<file path="src/rtl/sequenciador_rpn.sv">
// Step sequencer for the 8-bit RPN ALU: debounces Enter/Limpar and walks A -> B -> Op/Carry -> Result,
// capturing switch values into the ALU operand registers and latching the ALU result for display.

module sequenciador_rpn_debounce #(
  parameter int DEBOUNCE_CICLOS = 16
) (
  input  logic clk,
  input  logic rst_n,
  input  logic raw,
  output logic pulso
);
  localparam int CW = (DEBOUNCE_CICLOS > 2) ? $clog2(DEBOUNCE_CICLOS) : 1;
  localparam logic [CW-1:0] CNT_MAX = CW'(DEBOUNCE_CICLOS - 1);

  logic          s1_q, s1_d;
  logic          s2_q, s2_d;
  logic          estavel_q, estavel_d;
  logic          estavel_atr_q, estavel_atr_d;
  logic [CW-1:0] cnt_q, cnt_d;

  // The counter only runs while the synchronised level disagrees with the accepted level.
  always_comb begin
    s1_d          = raw;
    s2_d          = s1_q;
    estavel_d     = estavel_q;
    estavel_atr_d = estavel_q;
    cnt_d         = cnt_q;
    if (s2_q == estavel_q) begin
      cnt_d = '0;
    end else if (cnt_q == CNT_MAX) begin
      estavel_d = s2_q;
      cnt_d     = '0;
    end else begin
      cnt_d = cnt_q + 1'b1;
    end
  end

  always_ff @(posedge clk) begin
    if (!rst_n) begin
      s1_q          <= 1'b0;
      s2_q          <= 1'b0;
      estavel_q     <= 1'b0;
      estavel_atr_q <= 1'b0;
      cnt_q         <= '0;
    end else begin
      s1_q          <= s1_d;
      s2_q          <= s2_d;
      estavel_q     <= estavel_d;
      estavel_atr_q <= estavel_atr_d;
      cnt_q         <= cnt_d;
    end
  end

  assign pulso = estavel_q & ~estavel_atr_q;
endmodule

module sequenciador_rpn #(
  parameter int LARGURA         = 8,
  parameter int DEBOUNCE_CICLOS = 16,
  parameter int ENCADEAR        = 1
) (
  input  logic               Clock,
  input  logic               Reset_n,
  input  logic               Enter,
  input  logic               Limpar,
  input  logic [LARGURA-1:0] Chaves,
  input  logic [LARGURA-1:0] Resultado_ula,
  input  logic               Carry_ula,
  output logic [LARGURA-1:0] OperandoA,
  output logic [LARGURA-1:0] OperandoB,
  output logic [2:0]         Operacao,
  output logic               CarryIn,
  output logic [1:0]         Passo,
  output logic [LARGURA-1:0] Resultado,
  output logic               CarryOut,
  output logic               Resultado_valido,
  output logic               Enter_pulso
);
  typedef enum logic [1:0] {
    PASSO_A   = 2'b00,
    PASSO_B   = 2'b01,
    PASSO_OP  = 2'b10,
    PASSO_RES = 2'b11
  } passo_t;

  logic enter_pulso;
  logic limpar_pulso;

  sequenciador_rpn_debounce #(.DEBOUNCE_CICLOS(DEBOUNCE_CICLOS)) u_db_enter (
    .clk(Clock), .rst_n(Reset_n), .raw(Enter), .pulso(enter_pulso)
  );

  sequenciador_rpn_debounce #(.DEBOUNCE_CICLOS(DEBOUNCE_CICLOS)) u_db_limpar (
    .clk(Clock), .rst_n(Reset_n), .raw(Limpar), .pulso(limpar_pulso)
  );

  passo_t               passo_q, passo_d;
  logic [LARGURA-1:0]   op_a_q, op_a_d;
  logic [LARGURA-1:0]   op_b_q, op_b_d;
  logic [2:0]           opcode_q, opcode_d;
  logic                 cin_q, cin_d;
  logic [LARGURA-1:0]   res_q, res_d;
  logic                 cout_q, cout_d;
  logic                 valido_q, valido_d;

  // Limpar outranks a coincident Enter strobe.
  always_comb begin
    passo_d  = passo_q;
    op_a_d   = op_a_q;
    op_b_d   = op_b_q;
    opcode_d = opcode_q;
    cin_d    = cin_q;
    res_d    = res_q;
    cout_d   = cout_q;
    valido_d = valido_q;
    if (limpar_pulso) begin
      passo_d  = PASSO_A;
      op_a_d   = '0;
      op_b_d   = '0;
      opcode_d = '0;
      cin_d    = 1'b0;
      res_d    = '0;
      cout_d   = 1'b0;
      valido_d = 1'b0;
    end else if (enter_pulso) begin
      case (passo_q)
        PASSO_A: begin
          op_a_d  = Chaves;
          passo_d = PASSO_B;
        end
        PASSO_B: begin
          op_b_d  = Chaves;
          passo_d = PASSO_OP;
        end
        PASSO_OP: begin
          opcode_d = Chaves[2:0];
          cin_d    = Chaves[3];
          passo_d  = PASSO_RES;
        end
        PASSO_RES: begin
          res_d    = Resultado_ula;
          cout_d   = Carry_ula;
          valido_d = 1'b1;
          if (ENCADEAR != 0) begin
            op_a_d  = Resultado_ula;
            passo_d = PASSO_B;
          end else begin
            passo_d = PASSO_A;
          end
        end
        default: passo_d = PASSO_A;
      endcase
    end
  end

  always_ff @(posedge Clock) begin
    if (!Reset_n) begin
      passo_q  <= PASSO_A;
      op_a_q   <= '0;
      op_b_q   <= '0;
      opcode_q <= '0;
      cin_q    <= 1'b0;
      res_q    <= '0;
      cout_q   <= 1'b0;
      valido_q <= 1'b0;
    end else begin
      passo_q  <= passo_d;
      op_a_q   <= op_a_d;
      op_b_q   <= op_b_d;
      opcode_q <= opcode_d;
      cin_q    <= cin_d;
      res_q    <= res_d;
      cout_q   <= cout_d;
      valido_q <= valido_d;
    end
  end

  assign OperandoA        = op_a_q;
  assign OperandoB        = op_b_q;
  assign Operacao         = opcode_q;
  assign CarryIn          = cin_q;
  assign Passo            = passo_q;
  assign Resultado        = res_q;
  assign CarryOut         = cout_q;
  assign Resultado_valido = valido_q;
  assign Enter_pulso      = enter_pulso;
endmodule

</file>
<file path="config.mk">
export PLATFORM = sky130hd
export DESIGN_NAME = sequenciador_rpn
export DESIGN_NICKNAME = d
export VERILOG_FILES = /design/src/rtl/sequenciador_rpn.sv
export SDC_FILE = /design/constraint.sdc
export NUM_CORES = 1
export LEC_CHECK = 0
export ABC_CLOCK_PERIOD_IN_PS = 2420
export BUFFER_PORTS_ARGS = -buffer_cell sky130_fd_sc_hd__buf_2
export CORE_MARGIN = 1
export CORE_UTILIZATION = 50
export DETAILED_ROUTE_END_ITERATION = 7
export GPL_ROUTABILITY_DRIVEN = 0
export PLACE_DENSITY = 0.85
export SLEW_MARGIN = 20
export SYNTH_ARGS = -nofsm -noshare
export SYNTH_HDL_FRONTEND = slang
export SYNTH_SLANG_ARGS = --single-unit
</file>
<file path="constraint.sdc">
create_clock -name Clock -period 2.42 [get_ports Clock]
set_input_delay 0.605 -clock Clock [delete_from_list [all_inputs] [get_ports Clock]]
set_output_delay 0.605 -clock Clock [all_outputs]
set_load 0.01 [all_outputs]
</file>
==> flow_metrics.py <==
metrics = {
    "route": {
        "route.detailed.drc": 0,
        "routed_wl_microns": 3804,
        "wl_per_cell_microns": 12.81,
        "drtPass1Iterations": 4,
        "detail-route-antenna-nets": 0,
        "drt-initial-drc-count": 136,
        "num_vias": 1540,
        "via_per_inst": 5.185,
    },
    "cts": {
        "insertion_delay_ns": 0.30,
        "clock-sinks": 48,
        "root_buffer": "clkbuf_8",
        "cts_inserted_buffers": 5,
        "ctsResizeCount": 0,
        "cts_tree": "done",
        "cts_buffer_depth": 2,
        "cts_hold_buffers": 0,
        "cts_setup_buffers": 0,
        "htree_levels": 2,
        "clk_pin_slew_ns": 0.08,
    },
    "sta": {
        "fin_crit_ns": 1.693,
        "setup_tns_ns": 0,
        "setup-violations-final": 0,
        "rsz0062_at_grt": "no",
        "maxSlewHeadroom_pct": 59.58,
        "fmax_mhz": 590.5,
        "hold_viol_final": 0,
        "period_share_pct": 69.97,
        "worst_pin_slew_ns": 0.6062,
        "finClkSkew_ns": 0.005519,
        "maxSlewViolCount": 0,
    },
    "worst_hold_path": {
        "min_path_type": "reg2reg",
        "hp-start": "u_db_enter.s1_q",
        "whs_path_depth": 1,
    },
    "pwr": {
        "p_int_mw": 1.121,
        "peakVddDrop_mv": 0.4458,
        "pwr-share-comb_pct": 3.5,
        "switching_share_pct": 20.06,
        "p_sw_mw": 0.2814,
        "power_frac_clock_pct": 39.9,
        "p_seq_share_pct": 56.7,
        "powerDensity_nw_per_um2": 628.0,
        "p_leak_nw": 0.9649,
    },
    "placement": {
        "dp_hpwl_microns": 2793,
        "portBuffers": 53,
    },
    "setup_path": {
        "reg2reg_depth": 5,
        "r2r-start": "Passo[0]",
        "crit_path_end_kind": "register",
        "cp.required_ns": 2.63,
        "critPathLaunchType": "register",
        "path_max_fanout": 17,
        "cp-startpoint": "Passo[0]",
        "crit_type": "reg2reg",
        "critPathArrivalTime_ns": 1.90,
    },
    "floorplanning": {
        "fp.coreArea_sq_um": 3442,
        "die_x_microns": 63,
        "io_pins": 54,
        "dieArea_sq_um": 3969,
        "die_h_microns": 63,
        "initial_utilization_pct": 54.05,
        "rows": 21,
    },
    "synth": {
        "synthCells": 200,
        "synthTopCellsByCount": "dfxtp_1, nand3_1, a21oi_1, nand2_1, nor2_1",
        "synth.area.top_cells": "dfxtp_1, nand3_1, a21oi_1, mux2i_1, nand2_1",
        "synth_top_area_share_pct": 51.65,
        "synthArstFlopShare_pct": 0,
        "syn_nets": 226,
        "synth.largest_area_cell": "dfxtp_1",
        "avgSynthCellArea_sq_um": 9.303,
        "yosysSeqAreaShare_pct": 51.65,
        "synth_edf_count": 0,
        "synth-seq-cells": 48,
        "yosysWarnings": 0,
        "syn_area_sq_um": 1861,
        "ys_types": 25,
        "synth_ff_type": "dfxtp_1",
        "yosysMostFrequentCell": "dfxtp_1",
    },
    "finish": {
        "num_antenna_cells": 0,
        "final_nets": 276,
        "n_fill_cell": 277,
        "area_growth_pct": 20.04,
        "drive_above_1_share_pct": 25.90,
        "final_core_util_pct": 64.89,
    },
    "global_route": {
        "grt_pass1_vias": 1436,
        "grtUsageTotal_pct": 21.33,
        "grt_overflow": 0,
        "grt_max_degree": 25,
        "antenna_found_initial": 0,
        "grt_pass1_wl_microns": 6465,
    },
    "run_status": {
        "status": "completed",
    },
    "flow_run": {
        "drv_cap": 0,
    },
}
## stage by stage
| stage | worst slack, ns | hold WS (ns) | power, mW | area, sq um | cells |
|---|---|---|---|---|---|
| floorplan | 0.9942 | 0.4119 | 0.8323 | 1861 | 200 |
| global placement | 0.8338 | 0.4150 | 0.8624 | 2126 | 289 |
| detailed placement | 0.7509 | 0.4199 | 0.8622 | 2126 | 289 |
| CTS | 0.7170 | 0.4401 | 1.416 | 2233 | 297 |
| global route | 0.5115 | 0.4541 | 1.452 | 2233 | 297 |
| finish | 0.7266 | 0.4381 | 1.403 | 2233 | 297 |
## layout by cell type, fill, tap and decap left out, drive strengths merged, types with 2 or more instances in the layout
master and n:
a21oi 22, and3 2, nand2 21, o21ai 2, dfxtp 48, nor2b 2
a211oi 8, and2 6, buf 56, xor2 6, nand3b 3, mux2i 10
nand3 27, inv 5, clkbuf 6, ha 5, nor2 17
## power by group through the flow
stage	Sequential (mW)	Combinational (mW)	Clock, mW
after floorplan	0.813	0.0190	0
after global placement	0.814	0.0489	0
after detailed placement	0.814	0.0486	0
after CTS	0.795	0.0487	0.572
after global routing	0.796	0.0529	0.603
final	0.795	0.0487	0.559
## cell families after synthesis
logic type	after synthesis	synth area share, %
adder cells (fa/ha/maj)	5	3.362
buffers and inverters	18	6.186
multiplexers	10	5.380
AO/OA/AOI/OAI	32	9.953
flip-flops	48	51.65
AND/OR/NAND/NOR	81	20.65
XOR/XNOR	6	2.824
## layout make-up
type                       count  area (sq um)  share of cell area (%)
sequential                    48         960.9                   43.03
multi-input combinational    134         788.3                   35.29
timing repair buffer          56         300.3                   13.45
clock buffer                   6         72.57                   3.249
tap                           46         57.56                   2.577
clock inverter                 2         35.03                   1.569
inverter                       5         18.77                  0.8403
## metal layers
metal,wire length (microns),global-route usage [%]
met1,1739,26.32
met5,0,0
met4,57,10.17
met3,250,5.109
met2,1757,34.68
## critical path: stages (launching register included)
cell and delay [ns]:
dfxtp_1 0.41, inv_1 0.07, ha_1 0.27, and3b_1 0.54, nor2_1 0.08, a211oi_1 0.24
## worst paths after layout
| check | end | slack, ns |
|---|---|---|
| min | u_db_enter.s2_q | 0.44 |
| max | OperandoA[0] | 0.73 |
| max reg2reg | OperandoA[0] | 0.73 |
| min reg2reg | u_db_enter.s2_q | 0.44 |
## state kept, by name, summed over array words and instances (netlist names), 2 cells and up
name,cells
u_db_enter.cnt_q,4
OperandoA,8
Passo,2
Resultado,8
u_db_limpar.cnt_q,4
OperandoB,8
Operacao,3
Power figures use the tool's default switching activity.
